### src/rtl/wash_pkg.sv
// Shared types and defaults for the wash cycle sequencer: state codes,
// phase duration defaults and the terminal-count helper.
package wash_pkg;

  localparam int unsigned TIMER_W         = 32;
  localparam int unsigned FILL_SEC_DEF    = 120;
  localparam int unsigned WASH_SEC_DEF    = 300;
  localparam int unsigned RINSE_SEC_DEF   = 120;
  localparam int unsigned SPIN_SEC_DEF    = 60;
  localparam int unsigned CYC_PER_SEC_DEF = 1;

  typedef enum logic [2:0] {
    ST_IDLE  = 3'd0,
    ST_FILL  = 3'd1,
    ST_WASH  = 3'd2,
    ST_RINSE = 3'd3,
    ST_SPIN  = 3'd4,
    ST_DONE  = 3'd5
  } state_e;

  // Last timer value of a phase; a zero-length phase still lasts one cycle.
  function automatic logic [TIMER_W-1:0] phase_tc(input int unsigned sec,
                                                  input int unsigned cps);
    logic [TIMER_W-1:0] n;
    n = TIMER_W'(sec * cps);
    if (n == TIMER_W'(0)) n = TIMER_W'(1);
    return n - TIMER_W'(1);
  endfunction

endpackage

### src/rtl/wash_cycle_sequencer_if.sv
// Control and status bundle between the machine front panel and the sequencer.
interface wash_cycle_sequencer_if;

  logic       coin_in;
  logic       double_wash;
  logic       timer_pause;
  logic [2:0] state_o;
  logic       fill_valve;
  logic       wash_motor;
  logic       spin_motor;
  logic       wash_done;

  modport master (
    output coin_in, double_wash, timer_pause,
    input  state_o, fill_valve, wash_motor, spin_motor, wash_done
  );

  modport slave (
    input  coin_in, double_wash, timer_pause,
    output state_o, fill_valve, wash_motor, spin_motor, wash_done
  );

endinterface

### src/rtl/phase_timer.sv
// Phase duration counter: counts unfrozen cycles and flags the terminal one.
module phase_timer
  import wash_pkg::*;
(
  input  logic               clk,
  input  logic               rst_n,
  input  logic               clear,
  input  logic               freeze,
  input  logic [TIMER_W-1:0] tc,
  output logic               phase_end
);

  logic [TIMER_W-1:0] cnt_q, cnt_d;

  always_comb begin
    cnt_d = cnt_q;
    if (clear)        cnt_d = '0;
    else if (!freeze) cnt_d = cnt_q + TIMER_W'(1);
  end

  always_ff @(posedge clk or negedge rst_n) begin
    if (!rst_n) cnt_q <= '0;
    else        cnt_q <= cnt_d;
  end

  // A frozen terminal count must not advance the phase.
  assign phase_end = (cnt_q == tc) && !freeze;

endmodule

### src/rtl/wash_cycle_sequencer.sv
// Coin-operated wash cycle controller: FILL, WASH, RINSE (optionally twice),
// SPIN with pause, then a one-cycle DONE.
module wash_cycle_sequencer
  import wash_pkg::*;
#(
  parameter int unsigned FILL_SEC    = FILL_SEC_DEF,
  parameter int unsigned WASH_SEC    = WASH_SEC_DEF,
  parameter int unsigned RINSE_SEC   = RINSE_SEC_DEF,
  parameter int unsigned SPIN_SEC    = SPIN_SEC_DEF,
  parameter int unsigned CYC_PER_SEC = CYC_PER_SEC_DEF
) (
  input  logic                  clk,
  input  logic                  Counter_RST,
  wash_cycle_sequencer_if.slave bus
);

  localparam logic [TIMER_W-1:0] TC_FILL  = phase_tc(FILL_SEC,  CYC_PER_SEC);
  localparam logic [TIMER_W-1:0] TC_WASH  = phase_tc(WASH_SEC,  CYC_PER_SEC);
  localparam logic [TIMER_W-1:0] TC_RINSE = phase_tc(RINSE_SEC, CYC_PER_SEC);
  localparam logic [TIMER_W-1:0] TC_SPIN  = phase_tc(SPIN_SEC,  CYC_PER_SEC);

  state_e             state_q, state_d;
  logic               dw_flag_q, dw_flag_d;
  logic               pass_cnt_q, pass_cnt_d;
  logic [TIMER_W-1:0] tc_c;
  logic               timed_c;
  logic               timer_clear_c;
  logic               timer_freeze_c;
  logic               phase_end;

  // Terminal count of the current phase, from registered state only.
  always_comb begin
    tc_c    = '0;
    timed_c = 1'b1;
    case (state_q)
      ST_FILL:  tc_c = TC_FILL;
      ST_WASH:  tc_c = TC_WASH;
      ST_RINSE: tc_c = TC_RINSE;
      ST_SPIN:  tc_c = TC_SPIN;
      default:  timed_c = 1'b0;
    endcase
  end

  assign timer_freeze_c = (state_q == ST_SPIN) && bus.timer_pause;

  always_comb begin
    state_d    = state_q;
    dw_flag_d  = dw_flag_q;
    pass_cnt_d = pass_cnt_q;
    case (state_q)
      ST_IDLE: begin
        if (bus.coin_in) begin
          state_d    = ST_FILL;
          dw_flag_d  = bus.double_wash;
          pass_cnt_d = 1'b0;
        end
      end
      ST_FILL:  if (phase_end) state_d = ST_WASH;
      ST_WASH:  if (phase_end) state_d = ST_RINSE;
      ST_RINSE: begin
        if (phase_end) begin
          if (dw_flag_q && !pass_cnt_q) begin
            state_d    = ST_WASH;
            pass_cnt_d = 1'b1;
          end else begin
            state_d = ST_SPIN;
          end
        end
      end
      ST_SPIN:  if (phase_end) state_d = ST_DONE;
      ST_DONE:  state_d = ST_IDLE;
      default:  state_d = ST_IDLE;
    endcase
  end

  // Restart the timer on every state entry; park it at zero in untimed states.
  assign timer_clear_c = (state_d != state_q) || !timed_c;

  always_ff @(posedge clk or negedge Counter_RST) begin
    if (!Counter_RST) begin
      state_q    <= ST_IDLE;
      dw_flag_q  <= 1'b0;
      pass_cnt_q <= 1'b0;
    end else begin
      state_q    <= state_d;
      dw_flag_q  <= dw_flag_d;
      pass_cnt_q <= pass_cnt_d;
    end
  end

  phase_timer u_timer (
    .clk       (clk),
    .rst_n     (Counter_RST),
    .clear     (timer_clear_c),
    .freeze    (timer_freeze_c),
    .tc        (tc_c),
    .phase_end (phase_end)
  );

  assign bus.state_o    = 3'(state_q);
  assign bus.fill_valve = (state_q == ST_FILL);
  assign bus.wash_motor = (state_q == ST_WASH) || (state_q == ST_RINSE);
  assign bus.spin_motor = (state_q == ST_SPIN) && !bus.timer_pause;
  assign bus.wash_done  = (state_q == ST_DONE);

endmodule

### src/flat_wrapper.sv
// flat-port wrapper written by rule: the top's interface ports become plain ports
module wash_cycle_sequencer_flat import wash_pkg::*;
#(
  parameter int unsigned FILL_SEC    = FILL_SEC_DEF,
  parameter int unsigned WASH_SEC    = WASH_SEC_DEF,
  parameter int unsigned RINSE_SEC   = RINSE_SEC_DEF,
  parameter int unsigned SPIN_SEC    = SPIN_SEC_DEF,
  parameter int unsigned CYC_PER_SEC = CYC_PER_SEC_DEF
)
  (clk, Counter_RST, bus_coin_in, bus_double_wash, bus_timer_pause, bus_state_o, bus_fill_valve, bus_wash_motor, bus_spin_motor, bus_wash_done);
  wash_cycle_sequencer_if bus_i ();
  input  logic clk;
  input  logic Counter_RST;
  input wire logic [$bits(bus_i.coin_in)-1:0] bus_coin_in;
  input wire logic [$bits(bus_i.double_wash)-1:0] bus_double_wash;
  input wire logic [$bits(bus_i.timer_pause)-1:0] bus_timer_pause;
  output wire logic [$bits(bus_i.state_o)-1:0] bus_state_o;
  output wire logic [$bits(bus_i.fill_valve)-1:0] bus_fill_valve;
  output wire logic [$bits(bus_i.wash_motor)-1:0] bus_wash_motor;
  output wire logic [$bits(bus_i.spin_motor)-1:0] bus_spin_motor;
  output wire logic [$bits(bus_i.wash_done)-1:0] bus_wash_done;
  assign bus_i.coin_in = bus_coin_in;
  assign bus_i.double_wash = bus_double_wash;
  assign bus_i.timer_pause = bus_timer_pause;
  assign bus_state_o = bus_i.state_o;
  assign bus_fill_valve = bus_i.fill_valve;
  assign bus_wash_motor = bus_i.wash_motor;
  assign bus_spin_motor = bus_i.spin_motor;
  assign bus_wash_done = bus_i.wash_done;
  wash_cycle_sequencer #(.FILL_SEC(FILL_SEC), .WASH_SEC(WASH_SEC), .RINSE_SEC(RINSE_SEC), .SPIN_SEC(SPIN_SEC), .CYC_PER_SEC(CYC_PER_SEC)) u_core (.clk(clk), .Counter_RST(Counter_RST), .bus(bus_i));
endmodule
### config.mk
export PLATFORM = sky130hd
export DESIGN_NAME = wash_cycle_sequencer_flat
export DESIGN_NICKNAME = d
export VERILOG_FILES = /design/src/rtl/wash_pkg.sv /design/src/rtl/wash_cycle_sequencer_if.sv /design/src/rtl/phase_timer.sv /design/src/rtl/wash_cycle_sequencer.sv /design/src/flat_wrapper.sv
export SDC_FILE = /design/constraint.sdc
export NUM_CORES = 1
export LEC_CHECK = 0
export CORE_ASPECT_RATIO = 1.75
export CORE_MARGIN = 2
export CORE_UTILIZATION = 35
export DETAILED_ROUTE_END_ITERATION = 16
export PLACE_DENSITY_LB_ADDON = 0.25
export SYNTH_ARGS = -nofsm -noshare
export SYNTH_HDL_FRONTEND = slang
export SYNTH_SLANG_ARGS = --single-unit
### constraint.sdc
create_clock -name clk -period 2.6 [get_ports clk]
set_input_delay 0.39 -clock clk [delete_from_list [all_inputs] [get_ports clk]]
set_output_delay 0.39 -clock clk [all_outputs]
set_load 0.05 [all_outputs]
**After elaboration in Yosys (flattened, before gate mapping)**

Index checks and enable logic that the tools add are counted.

- Register bits: 37
- Input port bits: 5
- Output and inout port bits: 7
- Word-level logic and storage cells: 47

- Add/subtract/negate cells: 1
- Eq/ne operators: 11
- Mux-type cells: 15
- Reduce and logical (&&, ||, !) cells: 16

Operators by type and width:

| kind | number |
|---|---|
| $mux 32 | 2 |
| $add 32x1->32 const B | 1 |
| $eq 32x32->1 | 1 |
| $pmux 9 s3 | 1 |
| $mux 3 | 6 |
| $pmux 3 s5 | 1 |
| $eq 3x2->1 const B | 2 |
| $eq 3x3->1 const B | 2 |
| $ne 2x1->1 const B | 3 |
| $logic_and 1x1->1 | 4 |
| $logic_not 1->1 | 4 |
| $mux 1 | 4 |
| $reduce_and 4->1 | 1 |
| $reduce_or 4->1 | 1 |
| $eq 3x1->1 const B | 1 |
| $logic_not 3->1 | 1 |
| $ne 3x3->1 | 1 |
| $logic_or 1x1->1 | 2 |
| $ne 2x2->1 const B | 1 |
| $pmux 1 s2 | 1 |
| $reduce_and 2->1 | 1 |
| $reduce_bool 2->1 | 1 |
| $reduce_or 2->1 | 1 |

**Logic depth before layout (Yosys ltp)**

Gate-level depths: netlist (run 1).

- Depth after elaboration: 10
- Depth in mapped cells: 8

**Hierarchy**

A second synthesis (run 1) with hierarchy kept.

- Cell total of the unflattened synthesis: 273
- Area total of the unflattened synthesis: 2482.4 um^2

Modules (own cells, without submodules):

| module | instances | cells an instance | area an instance (um^2) | sequential area each (um^2) |
|---|---|---|---|---|
| phase_timer | 1 | 229 | 2122.0 | 800.8 |
| wash_cycle_sequencer | 1 | 44 | 360.3 | 125.1 |

**Worst setup path after synthesis (run 1)**

No wires, ideal clock.

- Kind: register -> register
- Start: register u_core.state_q[2] (netlist: u_core.bus.state_o[2])
- End: register u_core.state_q[0] (netlist: u_core.bus.state_o[0])
- Data arrival time: 2.655 ns
- Required time: 2.471 ns
- Path slack: -0.184 ns
- Cell stages (with the launch flop): 8
- Path buffers: 1
- Period minus slack after synthesis: 2.784 ns
- Cell sequence: dfrtp_1 -> buf_2 -> o21ai_0 -> a2111oi_2 -> o22ai_1 -> or4_4 -> o21a_1 -> a2111o_1

- Word-level cells in the longest chain between the ends: 7
- Elaborated cells on any way between the ends: 16

Ends and longest elaborated chain:

| what | RTL line | RTL |
|---|---|---|
| start, declared | wash_cycle_sequencer.sv:22 | `state_e state_q, state_d;` |
| start signal, assigned | wash_cycle_sequencer.sv:85 | `state_q <= state_d;` |
| $eq 3x1->1 / $eq 3x2->1 (equally long branches) | wash_cycle_sequencer.sv:35, wash_cycle_sequencer.sv:50 |  |
| $reduce_or 2->1 (no source line) | - |  |
| $pmux 9 s3 | wash_cycle_sequencer.sv:35 | `case (state_q)` |
| $eq 32x32->1 | phase_timer.sv:27 | `assign phase_end = (cnt_q == tc) && !freeze;` |
| $logic_and 1x1->1 | phase_timer.sv:27 |  |
| $mux 3 (on tied branches) | - |  |
| $pmux 3 s5 * | wash_cycle_sequencer.sv:50 | `case (state_q)` |
| named net u_core.state_d[0] | wash_cycle_sequencer.sv:22 |  |

The timed path passes the listed nets; every way through them passes the cells marked *.
A chain may end at the register's enable or synchronous reset.

**Worst setup path in the final report (run 1)**

- Start: register u_core.state_q[0] (netlist: u_core.bus.state_o[0])
- End: register u_core.state_q[0] (netlist: u_core.bus.state_o[0])

The elaborated chain is that of the path after synthesis.

==> impl_metrics.yaml, run 1 <==
run_status:
  outcome: "complete, no violations"
power_and_ir_drop:
  ir_drop_mv: 0.309
  p_clk_frac: 0.295
  intPower_w: 0.00112
  combPwrFrac: 0.266
  leakage_nw: 1.09
  powerDensity_nw_per_um2: 700
  p_switching_w: 0.000600
  sequentialPowerShare: 0.439
  switching_share: 0.350
worst_setup_path:
  path_cells: "or3_4 > a2111oi_4 > o22ai_1 > or4_4 > o21a_1 > a2111o_1"
  cp.arrival_ps: 2650
  rr_startpoint: "u_core.bus.state_o[0]$_DFF_PN0_"
  crit_path_top_delay_cell: "dfrtp_2"
  start_kind: "flip-flop"
  max_stage_delay_ps: 460
  reg2reg_to: "u_core.bus.state_o[0]$_DFF_PN0_"
  crit_fanout: 8
  worst_ep_required_time_ps: 2770
  cp_num_cells: 6
  path_class: "flip-flop to flip-flop"
  path_buf_inv: 0
  r2r_setup_slack_ps: 120
  rr_worst_depth: 6
  critPathCaptureType: "flip-flop"
  crit_family: "compound AO/OA/AOI/OAI gates"
cts:
  clk_pin_slew_ps: 80
  hold_buffers: 0
  htreeDepth: 2
  cts_buffer_depth: 2
  cts_tree: "done"
  cts_root_buf: "clkbuf_8"
  cts_buffers: 5
  postCtsResizedCells: 0
  worstSkewPairLatency_ps: 290
  cts_setup_buffers: 0
  cts_num_sinks: 37
global_route:
  first_global_vias: 1714
  gr-usage-all-layers: 0.161
  grt_antenna_before_repair: 0
  grt_max_degree: 38
  grt_pass1_wl_um: 7740
  grt_overflow_total: 0
timing:
  finClkSkew_ps: 10.8
  hold_viol: 0
  max-slew-margin-rel: 0.445
  finalSetupViolCount: 0
  tightest_slew_ps: 832
  max_freq_mhz: 404
  slew_violations: 0
  fin_crit_sh: 0.953
  holdWs_ps: 195
  period_needed_ps: 2480
yosys:
  netlist_area_um2: 2010
  synth-edff-count: 0
  yosysUniqueCellTypes: 35
  synthCells: 218
  syn_nets: 224
  yosysSeqAreaShare: 0.460
  synthArstFlopShare: 1.00
  synth.most_common_cell: "nor2_1"
  synth_top_cell_area_share: 0.460
  avgSynthCellArea_um2: 9.24
  ys_warn_count: 0
  synth_ff_type: "dfrtp_1"
  synth_commonest_cells: "nor2_1, dfrtp_1, xor2_1"
  ys_ff_latch: 37
  netlist_top_cells_area: "dfrtp_1, xor2_1, nor2_1"
  yosysTopAreaCell: "dfrtp_1"
die:
  start_util: 0.361
  dieHeight_um: 104
  dieWidth_um: 61.4
  rows: 36
  core_um2: 5590
  num_io_pins: 12
  die_area_um2: 6400
detailed_routing:
  via_per_inst: 5.09
  drt.antenna.violating_nets: 0
  num_vias: 1633
  dr.pass1.iters: 4
  drt-total-wl_um: 4500
  wl_per_cell_um: 14.0
  drc: 0
  drtIter0Drc: 74
finish:
  drive_above_1_share: 0.135
  final_nets: 250
  fin_cells: 321
  area_delta_synth_final_pct: 21.7
  diodes: 0
placement:
  place_hpwl_um: 3340
  place_inst: 313
  gp_congestion: 0.787
  port-buffer-count: 11
flow_run:
  cap_violations: 0
min_path:
  hold_class: "input port to asynchronous set/reset pin"
## per-layer routing
metal / up-vias / part of all wire / global-route usage / wire length (um)
li1: 810 / - / - / -
met1: 793 / 0.38 / 0.160 / 1700
met2: 21 / 0.58 / 0.302 / 2610
met3: 9 / 0.023 / 0.0386 / 103
met4: 0 / 0.020 / 0.0532 / 92
met5: - / 0 / 0 / 0
## through the flow
| stage | worst slack (ps) | total power, W | instance area (um2) | TNS, ps | util |
|---|---|---|---|---|---|
| floorplan | 77.8 | 0.00105 | 2020 | 0 | - |
| global placement | 33.5 | 0.00122 | 2320 | 0 | 0.416 |
| detailed placement | 37.4 | 0.00122 | 2320 | 0 | 0.416 |
| CTS | 28.2 | 0.00173 | 2440 | 0 | 0.436 |
| global route | -1.07 | 0.00183 | 2450 | -1.07 | 0.439 |
| finish | 123 | 0.00172 | 2450 | 0 | 0.439 |
## how the worst max path moves through the flow
stage,start,to,slack (ps)
floorplan,u_core.bus.state_o[2]$_DFF_PN0_,u_core.bus.state_o[0]$_DFF_PN0_,80
global placement,bus_timer_pause,u_core.bus.state_o[0]$_DFF_PN0_,30
detailed placement,bus_timer_pause,u_core.bus.state_o[0]$_DFF_PN0_,40
CTS,u_core.bus.state_o[0]$_DFF_PN0_,bus_fill_valve,30
global route,u_core.bus.state_o[0]$_DFF_PN0_,u_core.bus.state_o[0]$_DFF_PN0_,-1
finish,u_core.bus.state_o[0]$_DFF_PN0_,u_core.bus.state_o[0]$_DFF_PN0_,120
## worst reg2reg max path, delay by kind of cell (launching register included)
family	cells	cell delay, ps
AO/OA/AOI/OAI	4	1040
AND/OR/NAND/NOR	2	860
flip-flops	1	460
## flip-flops by register name, summed over array words and instances (netlist names)
| register | cells |
|---|---|
| u_core.pass_cnt_q | 1 |
| u_core.dw_flag_q | 1 |
| u_core.u_timer.cnt_q | 32 |
| u_core.bus.state_o | 3 |
## cells by family after synthesis
group           synth area share
compound gates            0.0665
flops                      0.460
simple gates               0.304
xor+xnor                   0.135
fa+ha+maj                0.00621
buf+inv                   0.0230
mux                      0.00559
## final cells by class
cell class	count	area, um2
Clock buffer	5	68.8
Tap cell	76	95.1
Multi-Input combinational cell	170	1050
Sequential cell	37	930
Clock inverter	3	46.3
Timing Repair Buffer	26	243
Fill cell	585	3130
Inverter	4	15.0
## power by group through the flow
stage | clock, W | sequential, W | combinational, W
after detailed placement | 0 | 0.000760 | 0.000461
after global routing | 0.000543 | 0.000770 | 0.000514
after CTS | 0.000520 | 0.000748 | 0.000463
after floorplan | 0 | 0.000741 | 0.000314
final | 0.000506 | 0.000754 | 0.000457
after global placement | 0 | 0.000760 | 0.000457
## cells in the final DEF (no fill, tap or decap), types with 7 or more instances in the layout
master,count
nand3_1,12
buf_4,14
xnor2_1,9
nor2_1,42
and3_1,11
xor2_1,22
nor2b_1,7
clkdlybuf4s50_1,8
nand2_1,14
nand4_1,10
dfrtp_1,34
No activity file was read; power rests on OpenSTA's default activity.
==> run 2: changes to the inputs <==
--- a/config.mk
+++ b/config.mk
@@ -8,6 +8,7 @@
 export CORE_ASPECT_RATIO = 1.75
 export CORE_MARGIN = 2
 export CORE_UTILIZATION = 35
+export CTS_CLUSTER_DIAMETER = 150
 export DETAILED_ROUTE_END_ITERATION = 16
 export PLACE_DENSITY_LB_ADDON = 0.25
 export SYNTH_ARGS = -nofsm -noshare
==> results of run 2 <==
Same layout as run 1: the final DEF is identical, and so are final timing and power.
